$ cat config.mk
export PLATFORM = sky130hd
export DESIGN_NAME = mem_access_unit
export DESIGN_NICKNAME = d
export VERILOG_FILES = /design/src/rtl/mem_access_unit.sv
export SDC_FILE = /design/constraint.sdc
export NUM_CORES = 1
export LEC_CHECK = 0
export ABC_AREA = 1
export ABC_CLOCK_PERIOD_IN_PS = 2200
export CORE_ASPECT_RATIO = 1.25
export CORE_MARGIN = 2
export CORE_UTILIZATION = 35
export CTS_CLUSTER_SIZE = 14
export DETAILED_ROUTE_END_ITERATION = 8
export GPL_TIMING_DRIVEN = 1
export PLACE_DENSITY_LB_ADDON = 0.3
export RECOVER_POWER = 100
export SYNTH_ARGS = -nofsm -noshare
export SYNTH_HDL_FRONTEND = slang
export SYNTH_SLANG_ARGS = --single-unit
$ cat constraint.sdc
create_clock -name clk -period 2.2 [get_ports clk]
set_input_delay 0.44 -clock clk [delete_from_list [all_inputs] [get_ports clk]]
set_output_delay 0.44 -clock clk [all_outputs]
set_load 0.02 [all_outputs]
$ cat src/rtl/mem_access_unit.sv
// Load/store bridge between a core valid/ready port and a word-organised synchronous RAM.
// Handles byte..dword sizes, sign/zero extension, and word-crossing accesses split into two RAM cycles.
module mem_access_unit #(
  parameter int unsigned ADDR_W           = 16,
  parameter int unsigned DATA_W           = 16,
  parameter bit          ALLOW_MISALIGNED = 1'b1,
  localparam int unsigned NB = DATA_W / 8,
  localparam int unsigned OB = $clog2(NB),
  localparam int unsigned WA = ADDR_W - OB
) (
  input  logic              clk,
  input  logic              rst,
  input  logic              req_valid,
  output logic              req_ready,
  input  logic              req_we,
  input  logic [1:0]        req_size,
  input  logic              req_signed,
  input  logic [ADDR_W-1:0] req_addr,
  input  logic [DATA_W-1:0] req_wdata,
  output logic              resp_valid,
  input  logic              resp_ready,
  output logic [DATA_W-1:0] resp_rdata,
  output logic              resp_err,
  output logic              mem_en,
  output logic              mem_we,
  output logic [NB-1:0]     mem_be,
  output logic [WA-1:0]     mem_addr,
  output logic [DATA_W-1:0] mem_wdata,
  input  logic [DATA_W-1:0] mem_rdata
);

  typedef enum logic [2:0] {
    IDLE,
    ACC1,
    ACC2,
    WAIT,
    RESP
  } state_t;

  state_t state, state_next;

  // Request decode (combinational, only meaningful while IDLE)
  logic [OB-1:0] dec_off;
  logic [3:0]    dec_bytes;
  logic          dec_oversize;
  logic          dec_split;
  logic          dec_illegal;

  assign dec_off      = req_addr[OB-1:0];
  assign dec_bytes    = 4'd1 << req_size;
  assign dec_oversize = 32'(dec_bytes) > NB;
  assign dec_split    = (32'(dec_off) + 32'(dec_bytes)) > NB;
  assign dec_illegal  = dec_oversize || (dec_split && !ALLOW_MISALIGNED);

  // Latched request
  logic              r_we;
  logic [1:0]        r_size;
  logic              r_signed;
  logic [OB-1:0]     r_off;
  logic [WA-1:0]     r_w0;
  logic [WA-1:0]     r_w1;
  logic [DATA_W-1:0] r_wdata;
  logic              r_split;
  logic              r_err;
  logic [DATA_W-1:0] r_word0;
  logic [DATA_W-1:0] r_result;
  logic [3:0]        r_bytes;

  assign r_w1    = r_w0 + WA'(1);
  assign r_bytes = 4'd1 << r_size;

  // Store lane placement across the two-word window
  logic [NB-1:0]       lane_ones;
  logic [2*NB-1:0]     lane_mask;
  logic [2*DATA_W-1:0] lane_data;

  always_comb begin
    lane_ones = '0;
    for (int unsigned i = 0; i < NB; i++) begin
      lane_ones[i] = (i < 32'(r_bytes));
    end
    lane_mask = {{NB{1'b0}}, lane_ones} << r_off;
    lane_data = {{DATA_W{1'b0}}, r_wdata} << {r_off, 3'b000};
  end

  // Load assembly: the last word arrives on mem_rdata during WAIT
  logic [DATA_W-1:0]   word_lo;
  logic [DATA_W-1:0]   word_hi;
  logic [2*DATA_W-1:0] shifted;
  logic                sign_bit;
  logic [DATA_W-1:0]   load_ext;

  always_comb begin
    word_lo  = r_split ? r_word0 : mem_rdata;
    word_hi  = r_split ? mem_rdata : '0;
    shifted  = {word_hi, word_lo} >> {r_off, 3'b000};
    sign_bit = 1'b0;
    for (int unsigned i = 0; i < DATA_W; i++) begin
      if (i == (32'(r_bytes) << 3) - 1) sign_bit = shifted[i];
    end
    load_ext = '0;
    for (int unsigned i = 0; i < DATA_W; i++) begin
      load_ext[i] = (i < (32'(r_bytes) << 3)) ? shifted[i] : (r_signed & sign_bit);
    end
  end

  always_ff @(posedge clk or posedge rst) begin
    if (rst) state <= IDLE;
    else     state <= state_next;
  end

  always_comb begin
    state_next = state;
    req_ready  = 1'b0;
    resp_valid = 1'b0;
    resp_rdata = '0;
    resp_err   = 1'b0;
    mem_en     = 1'b0;
    mem_we     = 1'b0;
    mem_be     = '0;
    mem_addr   = '0;
    mem_wdata  = '0;
    unique case (state)
      IDLE: begin
        req_ready = 1'b1;
        if (req_valid) state_next = dec_illegal ? RESP : ACC1;
      end
      ACC1: begin
        mem_en   = 1'b1;
        mem_addr = r_w0;
        if (r_we) begin
          mem_we    = 1'b1;
          mem_be    = lane_mask[NB-1:0];
          mem_wdata = lane_data[DATA_W-1:0];
        end
        state_next = r_split ? ACC2 : WAIT;
      end
      ACC2: begin
        mem_en   = 1'b1;
        mem_addr = r_w1;
        if (r_we) begin
          mem_we    = 1'b1;
          mem_be    = lane_mask[2*NB-1:NB];
          mem_wdata = lane_data[2*DATA_W-1:DATA_W];
        end
        state_next = WAIT;
      end
      WAIT: state_next = RESP;
      RESP: begin
        resp_valid = 1'b1;
        resp_rdata = r_result;
        resp_err   = r_err;
        if (resp_ready) state_next = IDLE;
      end
      default: state_next = IDLE;
    endcase
  end

  // Result stays zero for stores and errors: it is cleared on accept and only loads write it
  always_ff @(posedge clk or posedge rst) begin
    if (rst) begin
      r_we     <= 1'b0;
      r_size   <= '0;
      r_signed <= 1'b0;
      r_off    <= '0;
      r_w0     <= '0;
      r_wdata  <= '0;
      r_split  <= 1'b0;
      r_err    <= 1'b0;
      r_word0  <= '0;
      r_result <= '0;
    end else begin
      unique case (state)
        IDLE: begin
          if (req_valid) begin
            r_we     <= req_we;
            r_size   <= req_size;
            r_signed <= req_signed;
            r_off    <= dec_off;
            r_w0     <= req_addr[ADDR_W-1:OB];
            r_wdata  <= req_wdata;
            r_split  <= dec_split;
            r_err    <= dec_illegal;
            r_result <= '0;
          end
        end
        ACC2: if (!r_we) r_word0 <= mem_rdata;
        WAIT: if (!r_we) r_result <= load_ext;
        default: ;
      endcase
    end
  end

endmodule

==> out/qor.csv <==
metric,value,unit
TNS Setup,0,ns
1st-iter DRT viols,148,
cell chain of the critical path,"clkbuf_1, nor3_4, inv_1, buf_4, o211ai_1, nand2_1, inv_1, buf_6",
final worst path period share,99.7,%
DR DRC count,0,
Ant. Diodes,0,
Initial DRT Pass Iterations,5,
Max IR drop VDD,0.804,mV
post-route setup slack,0.00591,ns
die span in y,124,microns
Core Area,0.0112,sq mm
Clock Pin Slew Worst Setup and Hold Paths,0.06,ns
# clock sinks,73,
Slew HR,42.1,%
first-pass GRT wire length,19700,microns
critical path depth,8,
total global routing track utilization,20.1,%
status,finished clean,
final hold vios,0,
Wirelength per Cell,14.6,microns
highest-count cells in the layout ignoring fill and taps,"nand2_1 (149), dfrtp_1 (72), inv_1 (70), o21ai_0 (70), clkdlybuf4s50_1 (54)",
routability cong.,0.887,
Via Count,4336,
Hold Worst Slack,0.480,ns
Pwr Density,1320,mW/mm^2
final layout net count,787,
fin. max-slew vios,0,
area of the mapped netlist,0.00404,sq mm
number of port buffers,109,
Root Driver,clkbuf_16,
fraction of layout cells with a size suffix above 1,23.2,%
dpl hpwl,8860,microns
CTS tree,yes,
Starting Density,36.1,%
maxcap violations,0,
synthesis-to-finish area growth,51.6,%
RSZ-0062 raised after global routing,true,
Hold/Removal Path Class,register to register,
CP top delay family,buffers and inverters,
die width,100,microns
vias per std cell,5.00,
ANT nets after route,0,
LEAKAGE,2.98,nW
Worst Path Arrival,1.75,ns
number of synthesis warnings,0,
Std-Cell Rows,43,
Worst Hold Depth,2,
Setup CP Type,register to output port,
min cycle time layout,2.19,ns
"critical path fanouts, max",4,
pre-CTS setup slack,-0.181,ns
CP Launch Type,register,
initial antenna violation count,0,
full die area,0.0124,sq mm
"commonest non-fill, non-tap cell in the layout",nand2_1,
Post-Route WL,12700,microns
largest net degree at the start of global routing,54,
Crit path required time,1.76,ns
Top Ports,110,
#FFs+latches synth,73,
Synth cell types,26,
Mapped Nets,629,
Setup Viol. Count Final,0,
Fmax,0.456,GHz
max incr delay on CP,0.40,ns
Mapped Cells,570,
CP endpoint kind,output port,
Filler cells,1098,
Worst path most repeated cell,inv_1,
Inserted Clock Buffers,9,
skew final,0.00414,ns
vias in the first global route,4151,
part of the Yosys area used for sequential elements,45.2,%
clock tree buffer depth,2,
worst-margin pin slew,0.869,ns
CP bufs+invs,5,
CP max stage cell,dfrtp_1,
Mean Syn Cell Area,7.09,sq um
FF-to-FF path depth,9,
Clock Latency Late Sink,0.34,ns
H-Tree Depth,3,
grt ovf,0,
==> metal layers <==
metal	track usage (%)	up-vias	share of wire, %
met2	36.1	155	52
met5	0	-	0
met1	24.3	2018	40
met3	3.42	16	6.2
met4	7.28	0	1.6
li1	-	2147	-
==> metrics by stage <==
step                cell area, sq um  power, W  utilization [%]  instances
floorplan                       4050   0.00461                -        570
global placement                5600   0.00624             50.1        840
detailed placement              5600   0.00631             50.1        840
CTS                             5980   0.00786             53.4        867
global route                    6130   0.00869             54.8        868
finish                          6130   0.00808             54.8        868
==> worst paths after layout <==
check / startpoint / to / slack, ns
worst max-delay path: state[2]$_DFFE_PP0P_ / mem_addr[10] / 0.006
worst min-delay path: r_result[8]$_DFFE_PP0P_ / r_result[8]$_DFFE_PP0P_ / 0.48
worst max register to register: state[0]$_DFFE_PP0P_ / r_result[10]$_DFFE_PP0P_ / 0.12
worst min register to register: r_result[8]$_DFFE_PP0P_ / r_result[8]$_DFFE_PP0P_ / 0.48
max in group asynchronous: rst / r_size[0]$_DFFE_PP0P_ / 0.38
min in group asynchronous: rst / r_w0[7]$_DFFE_PP0P_ / 0.60
==> kinds of logic (layout without fill, tap and decap cells) <==
logic type	after synthesis	after routing	synth area share [%]
AOI/OAI and AO/OA	130	130	16.7
xor gates and xnor gates	1	1	0.217
adders and majority gates	3	3	0.928
buffers and inverters	103	266	10.3
DFF	73	73	45.2
muxes	2	2	0.743
and+or+nand+nor	258	258	26.0
==> worst register-to-register path, stage by stage, from the launching register on <==
cell     delay (ns)
dfrtp_1        0.42
buf_4          0.16
nor2_1         0.15
nand2_1        0.16
inv_2          0.08
nand2_1        0.31
nand2_2        0.35
inv_1          0.19
nand2_1        0.09
nand2_1        0.06
==> repair_timing <==
item                                    CTS  global route
gates cloned                              1             0
pin swaps                                 8            12
hold endpoints to repair                  0             0
endpoints found under the setup margin   54            54
buffers inserted                         10             2
gates resized for setup                 200           104
hold buffers                              0             0
==> cell usage after synthesis <==
cell / number / area (sq um)
mux2_4: 2 / 30.0
clkinv_1: 1 / 3.75
clkbuf_2: 1 / 5.00
inv_1: 74 / 278
clkbuf_1: 6 / 22.5
a21oi_1: 24 / 120
dfrtp_1: 73 / 1830
xor2_1: 1 / 8.76
o21ai_1: 5 / 25.0
ha_1: 3 / 37.5
nand2_1: 154 / 578
nand4_1: 3 / 18.8
nand2_2: 3 / 18.8
nor2_2: 1 / 6.26
nor3_1: 10 / 50.1
or2_2: 1 / 6.26
o22ai_1: 13 / 81.3
inv_2: 4 / 15.0
o211ai_1: 2 / 15.0
nor3_4: 1 / 16.3
a31oi_1: 2 / 12.5
o21ai_0: 84 / 420
nand3_1: 30 / 150
buf_2: 16 / 80.1
nor2_1: 55 / 206
buf_6: 1 / 11.3
==> report_power, final <==
| part | internal (W) | switching, W |
|---|---|---|
| clock | 0.000823 | 0.000580 |
| combinational | 0.00174 | 0.00258 |
| sequential | 0.00196 | 0.000395 |
==> state kept, by name (all words and copies together), names as in the netlist <==
signal and flops:
r_err 1, r_off 1, r_result 16, r_signed 1, r_size 2, r_split 1, r_w0 15, r_wdata 16
r_we 1, r_word0 16, state 3
==> final cells by class <==
type	instances	area [sq um]	area share, %
clock buffers	12	256	4.18
inverters	79	298	4.86
multi-input cells	394	2060	33.7
clock inverters	4	27.5	0.449
repair buffers	171	1490	24.3
well taps	135	169	2.76
flip-flops and latches	73	1830	29.8
(Power assumes the default switching activity.)
